==> src/rtl/score_text_seq_pkg.sv <==
// rtl/score_text_seq_pkg.sv - shared state encoding and constants for the score text writer
package score_text_seq_pkg;

    typedef enum logic [1:0] {
        ST_LABEL   = 2'd0,
        ST_IDLE    = 2'd1,
        ST_CONVERT = 2'd2,
        ST_WRITE   = 2'd3
    } state_t;

    localparam int NUM_DIGITS  = 5;
    localparam int CONV_CYCLES = 16;
    localparam int LABEL_LEN   = 6;

    // "SCORE " written once after reset
    function automatic logic [7:0] label_char(input logic [2:0] i);
        case (i)
            3'd0:    label_char = 8'd83;
            3'd1:    label_char = 8'd67;
            3'd2:    label_char = 8'd79;
            3'd3:    label_char = 8'd82;
            3'd4:    label_char = 8'd69;
            default: label_char = 8'd32;
        endcase
    endfunction

endpackage

==> src/rtl/bin2bcd_seq.sv <==
// rtl/bin2bcd_seq.sv - sequential shift-add-3 binary to 5-digit BCD converter
// Ports: clk, rst (sync active-low), start (loads bin_in), bin_in[15:0],
//        done (one-cycle pulse, bcd valid from then on), bcd (5x4-bit, [4] = MSD).
module bin2bcd_seq
    import score_text_seq_pkg::*;
(
    input  logic                       clk,
    input  logic                       rst,
    input  logic                       start,
    input  logic [15:0]                bin_in,
    output logic                       done,
    output logic [NUM_DIGITS-1:0][3:0] bcd
);

    logic [15:0]             sh;
    logic [NUM_DIGITS*4-1:0] acc;
    logic [4:0]              cnt;
    logic                    running;

    function automatic logic [NUM_DIGITS*4-1:0] add3(input logic [NUM_DIGITS*4-1:0] v);
        logic [NUM_DIGITS*4-1:0] r;
        r = v;
        for (int d = 0; d < NUM_DIGITS; d++) begin
            if (r[4*d +: 4] >= 4'd5) r[4*d +: 4] = r[4*d +: 4] + 4'd3;
        end
        return r;
    endfunction

    logic [NUM_DIGITS*4-1:0] adj;
    assign adj = add3(acc);
    assign bcd = acc;

    always_ff @(posedge clk) begin
        if (!rst) begin
            sh      <= '0;
            acc     <= '0;
            cnt     <= '0;
            running <= 1'b0;
            done    <= 1'b0;
        end else begin
            done <= 1'b0;
            if (start) begin
                // The first shift is fused with the load (nothing to adjust on an
                // all-zero accumulator), so the result is ready in the 16th cycle.
                acc     <= {{(NUM_DIGITS*4-1){1'b0}}, bin_in[15]};
                sh      <= {bin_in[14:0], 1'b0};
                cnt     <= 5'd1;
                running <= 1'b1;
            end else if (running) begin
                acc <= {adj[NUM_DIGITS*4-2:0], sh[15]};
                sh  <= {sh[14:0], 1'b0};
                cnt <= cnt + 5'd1;
                if (cnt == 5'(CONV_CYCLES - 1)) begin
                    running <= 1'b0;
                    done    <= 1'b1;
                end
            end
        end
    end

endmodule

==> src/rtl/score_text_seq.sv <==
// rtl/score_text_seq.sv - writes "SCORE " and a 5-digit decimal score into a text line buffer
// Ports: clk, rst (sync active-low), vblnk_in, score_in[15:0] ->
//        buf_we, buf_addr[3:0], buf_data[7:0], busy, update_done (all registered).
// Option: SCORE_BLANK_ZEROS_EN writes leading zero digits as ASCII_SPACE.
module score_text_seq
    import score_text_seq_pkg::*;
#(
    parameter int         DIGIT_BASE  = 6,
    parameter logic [7:0] ASCII_ZERO  = 8'd48,
    parameter logic [7:0] ASCII_SPACE = 8'd32
) (
    input  logic        clk,
    input  logic        rst,
    input  logic        vblnk_in,
    input  logic [15:0] score_in,
    output logic        buf_we,
    output logic [3:0]  buf_addr,
    output logic [7:0]  buf_data,
    output logic        busy,
    output logic        update_done
);

    if (DIGIT_BASE < 0 || DIGIT_BASE + NUM_DIGITS - 1 > 15) begin : g_base_check
        $error("DIGIT_BASE leaves no room for five digit slots in a 16-slot line");
    end

    state_t                    state, state_d;
    logic [2:0]                idx, idx_d;
    logic                      vblnk_q;
    logic                      conv_valid;
    logic [15:0]               last_val;
    logic                      conv_start, conv_done;
    logic [NUM_DIGITS-1:0][3:0] bcd;
    logic [NUM_DIGITS*4-1:0]   bcd_flat;
    logic                      we_d, done_d, busy_d;
    logic [3:0]                addr_d;
    logic [7:0]                data_d;
    logic [4:0]                shamt;
    logic [7:0]                digit_char;

    bin2bcd_seq u_bcd (
        .clk    (clk),
        .rst    (rst),
        .start  (conv_start),
        .bin_in (score_in),
        .done   (conv_done),
        .bcd    (bcd)
    );

    assign bcd_flat = bcd;
    // Shifting the selected digit (and everything above it) down to bit 0
    assign shamt = 5'd16 - {idx, 2'b00};

    always_comb begin
`ifdef SCORE_BLANK_ZEROS_EN
        // Zero digit with only zeros above it is a leading zero; the last digit always prints
        if ((bcd_flat >> shamt) == '0 && idx != 3'(NUM_DIGITS - 1))
            digit_char = ASCII_SPACE;
        else
            digit_char = ASCII_ZERO + {4'd0, 4'(bcd_flat >> shamt)};
`else
        digit_char = ASCII_ZERO + {4'd0, 4'(bcd_flat >> shamt)};
`endif
    end

    always_comb begin
        state_d    = state;
        idx_d      = idx;
        we_d       = 1'b0;
        addr_d     = buf_addr;
        data_d     = buf_data;
        done_d     = 1'b0;
        conv_start = 1'b0;
        case (state)
            ST_LABEL: begin
                we_d   = 1'b1;
                addr_d = {1'b0, idx};
                data_d = label_char(idx);
                if (idx == 3'(LABEL_LEN - 1)) begin
                    state_d = ST_IDLE;
                    idx_d   = 3'd0;
                end else begin
                    idx_d = idx + 3'd1;
                end
            end
            ST_IDLE: begin
                if (vblnk_in && !vblnk_q && (!conv_valid || score_in != last_val)) begin
                    state_d    = ST_CONVERT;
                    conv_start = 1'b1;
                end
            end
            ST_CONVERT: begin
                // The first digit is issued on the same edge that leaves CONVERT so
                // that, with registered outputs, it appears in the first WRITE cycle.
                if (conv_done) begin
                    state_d = ST_WRITE;
                    if (vblnk_in) begin
                        we_d   = 1'b1;
                        addr_d = 4'(DIGIT_BASE) + {1'b0, idx};
                        data_d = digit_char;
                        idx_d  = idx + 3'd1;
                    end
                end
            end
            ST_WRITE: begin
                if (idx == 3'(NUM_DIGITS)) begin
                    state_d = ST_IDLE;
                    idx_d   = 3'd0;
                    done_d  = 1'b1;
                end else if (vblnk_in) begin
                    we_d   = 1'b1;
                    addr_d = 4'(DIGIT_BASE) + {1'b0, idx};
                    data_d = digit_char;
                    idx_d  = idx + 3'd1;
                end
            end
            default: state_d = ST_LABEL;
        endcase
        busy_d = (state_d != ST_IDLE);
    end

    always_ff @(posedge clk) begin
        if (!rst) begin
            state       <= ST_LABEL;
            idx         <= 3'd0;
            vblnk_q     <= 1'b0;
            conv_valid  <= 1'b0;
            last_val    <= 16'd0;
            buf_we      <= 1'b0;
            buf_addr    <= 4'd0;
            buf_data    <= 8'd0;
            busy        <= 1'b0;
            update_done <= 1'b0;
        end else begin
            state       <= state_d;
            idx         <= idx_d;
            vblnk_q     <= vblnk_in;
            buf_we      <= we_d;
            buf_addr    <= addr_d;
            buf_data    <= data_d;
            busy        <= busy_d;
            update_done <= done_d;
            if (conv_start) begin
                conv_valid <= 1'b1;
                last_val   <= score_in;
            end
        end
    end

endmodule

==> config.mk <==
export PLATFORM = sky130hd
export DESIGN_NAME = score_text_seq
export DESIGN_NICKNAME = d
export VERILOG_FILES = /design/src/rtl/score_text_seq_pkg.sv /design/src/rtl/bin2bcd_seq.sv /design/src/rtl/score_text_seq.sv
export SDC_FILE = /design/constraint.sdc
export NUM_CORES = 1
export LEC_CHECK = 0
export ABC_CLOCK_PERIOD_IN_PS = 2530
export CAP_MARGIN = 5
export CORE_ASPECT_RATIO = 0.6
export CORE_UTILIZATION = 45
export CTS_CLUSTER_DIAMETER = 100
export DETAILED_ROUTE_END_ITERATION = 7
export SYNTH_ARGS = -nofsm -noshare
export SYNTH_HDL_FRONTEND = slang
export SYNTH_SLANG_ARGS = --single-unit
==> constraint.sdc <==
create_clock -name clk -period 2.53 [get_ports clk]
set_clock_uncertainty 0.2 [all_clocks]
set_input_delay 0.253 -clock clk [delete_from_list [all_inputs] [get_ports clk]]
set_output_delay 0.253 -clock clk [all_outputs]
set_load 0.02 [all_outputs]
==> run metrics, run 1 <==
outcome=finished clean; share of cells above drive strength 1=15.5%; Initial Util=47.6%; Final period util=88.8%; ANT nets after route=0; max-slew violation count=0; Max clock buf depth=2; number of synthesized flops with an enable pin=0; die area=10400 µm²; Die Y=79.3 µm; Fmax=445 MHz; M1 GR Usage=34.3%; Iter 0 DRT Violations=253; Syn Nets=540; syn_area_per_cell=9.01 µm²; synthesized area=4490 µm²; Worst VDD drop=0.390 mV; Fin. Hold Viols=0; nets@finish=580; Rel. slew slack=54.9%; PwrDens=749 nW/µm²; number of detailed-route iterations in the first pass=4; Worst-Skew Late Latency=0.33 ns; Synth top cells by count=dfxtp_1, nand2_1, mux2i_1; GR Layer Usage met2=29.7%; I/O pins=34; area fraction of the dominant cell type after synthesis=35.3%; Num CTS Buffers=9; Post-CTS Repair Setup Buffers=0; worst-path fanout max=16; MaxCap Viol Count=0; Worst EP required=2.57 ns; final period demand of the worst path=2.25 ns; Yosys warning count=0; reg-to-reg slack, setup=0.30 ns; largest net degree at the start of global routing=31; top cell type by total area after synthesis=dfxtp_1; row cnt=27; # fillers=834; vias per cell=5.53; Main synth FF type=dfxtp_1; RePlAce Congestion=0.856; FF+latch count, synth=79; clock slew at reported path FFs=0.06 ns; post-synthesis sequential area ratio=35.3%; # port buffers=32; routed vias=3722; global-route wire length before repair=17400 µm; final setup violation count=0; LEAKAGE=2.09 nW; CP Capture Type=flip-flop; Async SR Flop Fraction=0%; Hold WC Path Type=reg -> reg; vias in the first global route=3434; largest cells by area after synthesis=dfxtp_1, mux2i_1, ha_1, a211oi_1, nor3_2; RSZ-0062 raised after global routing=false; DRC errors left=0; Mapped Cells=498; Worst Setup Start Kind=primary input; Min Hold Slack=0.247 ns; H-Tree Level Count=3; TritonCTS Sinks=79; CTS tree=built; CTS root buffer=clkbuf_16; total global routing overflow=0; PnR Total Power=4.04 mW; Distinct cells, synth=46; fin util=57.3%; drt total wl=10600 µm; n_diodes=0; placed wire-length estimate=7910 µm; grt met3 use=4.45%; Die W=131 µm; worst slew pin tran=0.677 ns; most frequent cell after synthesis=dfxtp_1; CP Class=in -> reg; P&R area growth vs syn=20.3%; WL/cell=15.7 µm; CORE AREA=9430 µm²; initial antenna violation count=0; worst slack, placed=-0.166 ns; GRT Max-Usage Layer=met1; setup ws final=0.283 ns; WP data arrival=2.28 ns; GRT Resource Usage Total=21.8%
==> placed cells by master (no fill, tap or decap), types with 6 or more instances in the layout <==
master / instances
nand3_1: 18
xor2_1: 17
nand2b_1: 6
a211oi_1: 29
nand4_1: 11
nor3_2: 19
o21ai_0: 22
nand2_1: 49
ha_1: 23
clkbuf_16: 9
a32oi_1: 10
and3_1: 22
dfxtp_1: 78
buf_4: 32
nor2_1: 12
clkdlybuf4s50_1: 32
xnor2_1: 13
a21oi_1: 27
inv_1: 20
a21o_1: 6
nor3_1: 8
mux2i_1: 33
==> metal layers <==
layer  wire length [µm]  up-vias
met5                  0        -
met4                 36        0
met2               4140       87
met3                452        6
met1               5930     1746
li1                   -     1883
==> layout make-up <==
| class | instances | area (µm²) | area share, % |
|---|---|---|---|
| inverters | 21 | 78.8 | 1.46 |
| multi-input cells | 360 | 2630 | 48.7 |
| repair buffers | 67 | 621 | 11.5 |
| flip-flops and latches | 79 | 1580 | 29.3 |
| clock inverters | 5 | 81.3 | 1.51 |
| well taps | 130 | 163 | 3.01 |
| clock buffers | 11 | 243 | 4.50 |
==> path summary, 6_finish.rpt <==
kind,from,endpoint,depth (start not counted)
worst min register to register,buf_addr[1]$_SDFFE_PN0P_,buf_addr[1]$_SDFFE_PN0P_,2
worst max-delay path,score_in[9],u_bcd.bcd[14]$_SDFFE_PP0P_,7
worst max register to register,idx[1]$_SDFFE_PN0P_,buf_data[0]$_SDFFE_PN0P_,7
worst min-delay path,buf_addr[1]$_SDFFE_PN0P_,buf_addr[1]$_SDFFE_PN0P_,2
==> power by group <==
part           internal, mW  leakage [nW]  switching, mW
logic                 0.526          1.29          0.635
clock network         0.891         0.156          0.512
registers              1.38         0.641          0.103
total                  2.79          2.09           1.25
==> cell families after synthesis <==
| group | Yosys count | synth area share (%) |
|---|---|---|
| other | 1 | 0.0836 |
| AO/OA/AOI/OAI | 113 | 17.3 |
| multiplexers | 37 | 9.37 |
| flip-flops | 79 | 35.3 |
| buffers and inverters | 59 | 6.28 |
| AND/OR/NAND/NOR | 156 | 19.4 |
| adder cells (fa/ha/maj) | 23 | 6.42 |
| XOR/XNOR | 30 | 5.86 |
==> through the flow <==
stage	cells	TNS (ns)	cell area [µm²]
2_1_floorplan	498	0	4490
3_3_place_gp	657	-0.0949	5070
3_5_place_dp	657	-3.42	5070
4_1_cts	673	0	5390
5_1_grt	673	0	5400
6_report	673	0	5400
==> state kept, by name (all words and copies together) (netlist names) <==
signal         flops
busy               1
u_bcd.cnt          5
u_bcd.bcd         20
last_val          16
buf_data           7
buf_addr           4
idx                3
u_bcd.running      1
vblnk_q            1
u_bcd.sh          15
u_bcd.done         1
buf_we             1
state              2
conv_valid         1
update_done        1
==> timing repair <==
action	CTS	global route
resized for setup	0	1
setup endpoints to repair	0	2
hold buffers	0	0
==> worst max-delay path, cell delays in order <==
cell             delay (ns)
clkdlybuf4s50_1        0.45
xor2_1                 0.17
nor4_2                 0.44
and3_1                 0.42
a21oi_4                0.15
buf_12                 0.18
nor3_1                 0.21
Note: power is estimated with default switching activity, not from simulation.
==> inputs of run 2 (changes only) <==
CORE_MARGIN = 1   (was default)
CTS_CLUSTER_DIAMETER = 30   (was 100)
SLEW_MARGIN = 20   (was default)
==> results of run 2 <==
Final layout, timing and power as in run 1 (identical DEF).
